[config.mk]
export PLATFORM = sky130hd
export DESIGN_NAME = bcd_seg_scan_ctrl
export DESIGN_NICKNAME = d
export VERILOG_FILES = /design/src/rtl/bcd_pkg.sv /design/src/rtl/seg7_decode.sv /design/src/rtl/bcd_seg_scan_ctrl.sv
export SDC_FILE = /design/constraint.sdc
export NUM_CORES = 1
export LEC_CHECK = 0
export ABC_AREA = 1
export CORE_ASPECT_RATIO = 0.8
export CORE_MARGIN = 10
export CORE_UTILIZATION = 46
export CTS_CLUSTER_SIZE = 10
export DETAILED_ROUTE_END_ITERATION = 8
export PLACE_DENSITY_LB_ADDON = 0.05
export SYNTH_ARGS = -nofsm -noshare
export SYNTH_HDL_FRONTEND = slang
export SYNTH_SLANG_ARGS = --single-unit
[constraint.sdc]
create_clock -name clk -period 2.5 [get_ports clk]
set_input_delay 0.25 -clock clk [delete_from_list [all_inputs] [get_ports clk]]
set_output_delay 0.25 -clock clk [all_outputs]
set_load 0.1 [all_outputs]
[src/rtl/bcd_pkg.sv]
// Shared types and constants for the BCD conversion / 7-segment scan controller.
// Segment patterns are active-low in {g,f,e,d,c,b,a} order.
package bcd_pkg;

    typedef enum logic {
        ST_IDLE  = 1'b0,
        ST_SHIFT = 1'b1
    } state_e;

    localparam int NUM_DIGITS = 3;
    localparam int BIN_W      = 8;
    localparam int BCD_W      = 4 * NUM_DIGITS;

    localparam logic [6:0] SEG_BLANK = 7'b1111111;
    localparam logic [6:0] SEG_0     = 7'b1000000;
    localparam logic [6:0] SEG_1     = 7'b1111001;
    localparam logic [6:0] SEG_2     = 7'b0100100;
    localparam logic [6:0] SEG_3     = 7'b0110000;
    localparam logic [6:0] SEG_4     = 7'b0011001;
    localparam logic [6:0] SEG_5     = 7'b0010010;
    localparam logic [6:0] SEG_6     = 7'b0000010;
    localparam logic [6:0] SEG_7     = 7'b1111000;
    localparam logic [6:0] SEG_8     = 7'b0000000;
    localparam logic [6:0] SEG_9     = 7'b0010000;

    // Double-dabble column correction applied before every shift.
    function automatic logic [3:0] add3_adjust(input logic [3:0] d);
        return (d >= 4'd5) ? d + 4'd3 : d;
    endfunction

endpackage

[src/rtl/seg7_decode.sv]
// Combinational BCD digit to active-low 7-segment decoder.
// Blanked digits and non-decimal codes both produce an all-off pattern.
module seg7_decode
    import bcd_pkg::*;
(
    input  logic [3:0] digit_i,
    input  logic       blank_i,
    output logic [6:0] seg_o
);

    always_comb begin
        seg_o = SEG_BLANK;
        if (!blank_i) begin
            case (digit_i)
                4'd0:    seg_o = SEG_0;
                4'd1:    seg_o = SEG_1;
                4'd2:    seg_o = SEG_2;
                4'd3:    seg_o = SEG_3;
                4'd4:    seg_o = SEG_4;
                4'd5:    seg_o = SEG_5;
                4'd6:    seg_o = SEG_6;
                4'd7:    seg_o = SEG_7;
                4'd8:    seg_o = SEG_8;
                4'd9:    seg_o = SEG_9;
                default: seg_o = SEG_BLANK;
            endcase
        end
    end

endmodule

[src/rtl/bcd_seg_scan_ctrl.sv]
// Sequential 8-bit binary to 3-digit BCD converter (one shift per clock) that
// latches its result and time-multiplexes it onto a common-anode 7-segment display.
module bcd_seg_scan_ctrl
    import bcd_pkg::*;
#(
    parameter int REFRESH_DIV = 50000,
    parameter bit LZ_BLANK    = 1'b1
) (
    input  logic             clk,
    input  logic             reset,
    input  logic [BIN_W-1:0] bin_in,
    input  logic             start,
    output logic             busy,
    output logic             done,
    output logic [3:0]       hundreds,
    output logic [3:0]       tens,
    output logic [3:0]       ones,
    output logic [2:0]       an,
    output logic [6:0]       seg,
    output state_e           dbg_state
);

    localparam int                 PRESC_W    = (REFRESH_DIV > 1) ? $clog2(REFRESH_DIV) : 1;
    localparam logic [PRESC_W-1:0] PRESC_LAST = PRESC_W'(REFRESH_DIV - 1);

    // Handshake: start is level-sampled only while idle; busy is high for the
    // eight shift cycles and done pulses for one cycle as the digits are latched.

    state_e             state_q;
    logic [BIN_W-1:0]   shift_q;
    logic [BCD_W-1:0]   scratch_q;
    logic [2:0]         count_q;
    logic               busy_q;
    logic               done_q;
    logic [3:0]         hundreds_q;
    logic [3:0]         tens_q;
    logic [3:0]         ones_q;

    logic [BCD_W-1:0]   adj_d;
    logic [BCD_W-1:0]   scratch_d;
    logic [BIN_W-1:0]   shift_d;

    always_comb begin
        adj_d = '0;
        for (int i = 0; i < NUM_DIGITS; i++) begin
            adj_d[4*i +: 4] = add3_adjust(scratch_q[4*i +: 4]);
        end
    end

    assign {scratch_d, shift_d} = {adj_d, shift_q} << 1;

    always_ff @(posedge clk or posedge reset) begin
        if (reset) begin
            state_q    <= ST_IDLE;
            shift_q    <= '0;
            scratch_q  <= '0;
            count_q    <= '0;
            busy_q     <= 1'b0;
            done_q     <= 1'b0;
            hundreds_q <= '0;
            tens_q     <= '0;
            ones_q     <= '0;
        end else begin
            done_q <= 1'b0;
            case (state_q)
                ST_IDLE: begin
                    if (start) begin
                        shift_q   <= bin_in;
                        scratch_q <= '0;
                        count_q   <= '0;
                        busy_q    <= 1'b1;
                        state_q   <= ST_SHIFT;
                    end
                end
                ST_SHIFT: begin
                    shift_q   <= shift_d;
                    scratch_q <= scratch_d;
                    count_q   <= count_q + 3'd1;
                    // Eighth shift: publish the post-shift scratch directly.
                    if (count_q == 3'd7) begin
                        hundreds_q <= scratch_d[11:8];
                        tens_q     <= scratch_d[7:4];
                        ones_q     <= scratch_d[3:0];
                        done_q     <= 1'b1;
                        busy_q     <= 1'b0;
                        state_q    <= ST_IDLE;
                    end
                end
                default: state_q <= ST_IDLE;
            endcase
        end
    end

    logic [PRESC_W-1:0] presc_q;
    logic [1:0]         idx_q;
    logic [2:0]         an_q;
    logic [6:0]         seg_q;

    logic [3:0]         digit_mux;
    logic               blank_mux;
    logic [2:0]         an_d;
    logic [6:0]         seg_d;

    always_comb begin
        digit_mux = ones_q;
        blank_mux = 1'b0;
        an_d      = 3'b110;
        case (idx_q)
            2'd1: begin
                digit_mux = tens_q;
                blank_mux = LZ_BLANK && (hundreds_q == 4'd0) && (tens_q == 4'd0);
                an_d      = 3'b101;
            end
            2'd2: begin
                digit_mux = hundreds_q;
                blank_mux = LZ_BLANK && (hundreds_q == 4'd0);
                an_d      = 3'b011;
            end
            default: ;
        endcase
    end

    seg7_decode u_dec (
        .digit_i (digit_mux),
        .blank_i (blank_mux),
        .seg_o   (seg_d)
    );

    // Scan runs free of the converter; an/seg are registered so pins never glitch.
    always_ff @(posedge clk or posedge reset) begin
        if (reset) begin
            presc_q <= '0;
            idx_q   <= '0;
            an_q    <= 3'b110;
            seg_q   <= SEG_0;
        end else begin
            an_q  <= an_d;
            seg_q <= seg_d;
            if (presc_q == PRESC_LAST) begin
                presc_q <= '0;
                idx_q   <= (idx_q == 2'd2) ? 2'd0 : idx_q + 2'd1;
            end else begin
                presc_q <= presc_q + 1'b1;
            end
        end
    end

    assign busy      = busy_q;
    assign done      = done_q;
    assign hundreds  = hundreds_q;
    assign tens      = tens_q;
    assign ones      = ones_q;
    assign an        = an_q;
    assign seg       = seg_q;
    assign dbg_state = state_q;

endmodule

==> results.txt <==
- The number of antenna violations at the first check in global routing came to 0.
- Static timing analysis puts the maximum clock frequency at between 0.5 and 0.6 GHz.
- RSZ-0062 raised after global routing: false
- The run finished with clean final reports.
* Path class of the lowest-slack min-delay path: input pin to async pin
- Ports: 36
- Part of the Yosys area used for sequential elements: 0.4992
* Critical Path AT: 2.19 ns
- The clock reaches the later pin of the worst-skew pair after about 0.35 ns.
* Vias per std cell: ~4.9
* Synthesis Warnings: 0
* # Max-Cap Violations: 0
- Post-route cell area: between 3000 and 4000 sq um
* Total Die Area: 11020 sq um
- Measured in cells, the most critical reg-to-reg path has a length of 9.
- IR analysis of the VDD net gives a maximum drop of ~0.9 mV.
- Across all hold checks on the routed design, the worst slack comes to between 0.2 and 0.3 ns.
- In the global route stage, overall resource usage came out at 0.1351.
* Final min period: 1.954 ns
- Of the total power, the share spent switching nets is 0.4957.
- Final hold violation count: 0
- Number of buffers created by CTS: 9
- Portion of the clock cycle consumed by the worst path in the final layout: 0.7816
- The share of total power dissipated in the clock network is 0.193.
- The final count of pins violating max slew was 0.
* Count of placed standard cells in the final layout, fillers left out: about 530
- STA classifies the critical path startpoint as a flip-flop.
- Maximum clock path buffer count: 2
- Type of element capturing the critical path: flip-flop
* Post-CTS Resized: 0
- Buffers placed on the I/O ports in this run total 35.
- Leak Pwr: 2.017 nW
- Crit. Startpoint: idx_q[0]
- Max Fanout on Critical Path: 10
* Sequential fraction of design power: 0.307
- Final setup vio count: 0
- First-pass GRT wire length: 11840 microns
- Wire per inst: 12.98 microns
- Compared with the post-synthesis result, the final layout area differs by 19.06%.
- In the final design database the tool counted around 470 nets.
- Post-route ant nets: 0
- The initial utilization of the core area, before any placement, comes to 0.4764.
- The congestion estimate from routability-driven global placement came to between 0.8 and 0.9.
- Final HPWL DP: 4967 microns
- At the pin with the least slew margin, the transition time is 0.4194 ns.
* Diode count: 0
- Row count: 27
* Number of detailed-routing iterations run before antenna repair: 5
* Switching Power: about 0.0027 W
* Core Footprint: just under 7000 sq um
- The number of setup buffers added after CTS is 0.
* Number of violations reported at the end of detailed-routing iteration 0: between 150 and 200
- Internal power comes to approximately 0.0027 W.
- The number of nets in the synthesized netlist is 424.
- The H-tree was split into 3 levels.
* Netlist cell types: 31
- Synthesis inferred 66 register bits.
- Count of clock tree sinks: 66
- In the routed design, unresolved DRC markers number 0.
- Fin Clk Skew: between 0.008 and 0.009 ns
- Cell area power density: roughly 1400 nW/um^2
- Synthesized instance count: a little under 400
- Summing all placed instances gives a cell area of about 3700 sq um.
* Comb power frac: 0.500
- CTS tree: done
* Share of cells above drive strength 1: 0.1416
- Worst setup path class: flip-flop to flip-flop
- Summing every instance area after synthesis gives 3316 sq um.
- In this run the mean area of a mapped cell was between 8 and 9 sq um.
- STA puts the critical path data required time at around 2.7 ns.
* Worst Slack Setup Final: 0.5460 ns
- Height of the die: around 96 microns
* Width of the die: approximately 110 microns
* Pin count of the biggest net entering global routing: 67
- Clk Tree Root Cell: clkbuf_8
- The worst pin sits at a relative slew slack of 0.7185.
* Final setup TNS: 0 ns
* Vias: roughly 2600
- Counting tap cells, the placed design contains a total of about 520 instances.
- For this block, the routed nets add up to 6903 microns of wire.
* Leading cell type in the layout, fill and taps excluded: nand2_1
- Commonest cells after routing, fill and taps aside: 119 x nand2_1, 63 x dfrtp_1, 42 x inv_1
- In this run the critical register-to-register path is launched from idx_q[0].
- The number of global-route vias before repair is ~2500.
* Global-route congestion overflow total: 0
- After clock tree synthesis, the clock-pin slew on the worst setup and hold paths is approximately 0.070 ns.
* Pre-CTS WS: roughly 0.55 ns
* Number of hold buffers added after CTS: 0
[flip-flops by register name, summed over array words and instances (netlist names), 2 cells and up]
name       flops
presc_q       16
seg            7
an             3
count_q        3
idx_q          2
tens           4
ones           4
shift_q        8
scratch_q     12
hundreds       4
[cell type report]
cell class                 count  area [sq um]
fill                         656          3012
sequential                    66          1655
multi-input combinational    274          1426
timing repair buffer          38         322.8
inverter                      51         196.4
clock buffer                  12         165.2
tap                           87         108.9
clock inverter                 4         72.57
[final timing paths]
path | endpoint | slack (ns)
max in group asynchronous | seg[6] | 1.89
max | seg[3] | 0.55
min | shift_q[3] | 0.29
min in group clk | shift_q[3] | 0.46
max reg2reg | seg[3] | 0.55
min reg2reg | presc_q[0] | 0.47
[Yosys cell counts]
| cell type | n | share of area |
|---|---|---|
| a21oi_1 | 2 | 0.0030 |
| o211ai_1 | 2 | 0.0045 |
| buf_4 | 1 | 0.0023 |
| nand3_1 | 39 | 0.059 |
| nand4_1 | 5 | 0.0094 |
| o21bai_1 | 2 | 0.0045 |
| or2_4 | 1 | 0.0026 |
| nand3b_1 | 1 | 0.0023 |
| buf_2 | 3 | 0.0045 |
| nand2_1 | 119 | 0.13 |
| buf_6 | 1 | 0.0034 |
| clkbuf_1 | 1 | 0.0011 |
| nand2_2 | 3 | 0.0057 |
| inv_1 | 43 | 0.049 |
| clkinv_1 | 3 | 0.0034 |
| o21ai_1 | 3 | 0.0045 |
| ha_1 | 16 | 0.060 |
| clkinv_4 | 1 | 0.0026 |
| o22ai_1 | 7 | 0.013 |
| o21ai_0 | 22 | 0.033 |
| nor2_4 | 3 | 0.010 |
| nor3_1 | 3 | 0.0045 |
| nand2_4 | 2 | 0.0068 |
| dfrtp_1 | 63 | 0.48 |
| or2_2 | 1 | 0.0019 |
| a22o_1 | 3 | 0.0079 |
| xnor2_1 | 1 | 0.0026 |
| xor2_1 | 10 | 0.026 |
| dfstp_2 | 3 | 0.024 |
| inv_2 | 4 | 0.0045 |
| nor2_1 | 29 | 0.033 |
[worst max-delay path, cell delays in order, from the launching register on]
cell and delay [ns]:
dfrtp_1 0.40, inv_1 0.08, ha_1 0.42, or2_2 0.33, nand2_1 0.13, ha_1 0.26
nand2_1 0.07, nand2_1 0.05, nand2_1 0.06, nand2_1 0.06
[metrics by stage]
step | util | power (W)
6_report | 0.5672 | 0.005449
5_1_grt | 0.5672 | 0.005847
4_1_cts | 0.5672 | 0.005509
3_5_place_dp | 0.5331 | 0.004438
3_3_place_gp | 0.5331 | 0.004416
2_1_floorplan | - | 0.003825
[power groups by stage]
stage / Sequential [W] / Clock (W) / Combinational (W)
3_3_place_gp: 0.00169 / 0 / 0.00273
6_report: 0.00167 / 0.00105 / 0.00273
5_1_grt: 0.00172 / 0.00113 / 0.00300
3_5_place_dp: 0.00169 / 0 / 0.00275
4_1_cts: 0.00167 / 0.00108 / 0.00276
2_1_floorplan: 0.00276 / 0 / 0.00107
[per-layer routing]
layer	GRT usage	part of all wire	vias to the layer above
li1	-	-	1348
met1	0.1742	0.50	1207
met2	0.1985	0.43	52
met4	0.07510	0.020	0
met3	0.04167	0.054	14
met5	0	0	-
[cells by family (layout without fill, tap and decap cells)]
group / Yosys count / count (layout) / synth area share
xor gates and xnor gates: 11 / 11 / 0.02906
DFF: 66 / 66 / 0.4992
adders and majority gates: 16 / 16 / 0.06038
and+or+nand+nor: 206 / 206 / 0.2698
AOI/OAI and AO/OA: 41 / 41 / 0.07094
buffers and inverters: 57 / 105 / 0.07056
Note: power is estimated with default switching activity, not from simulation.
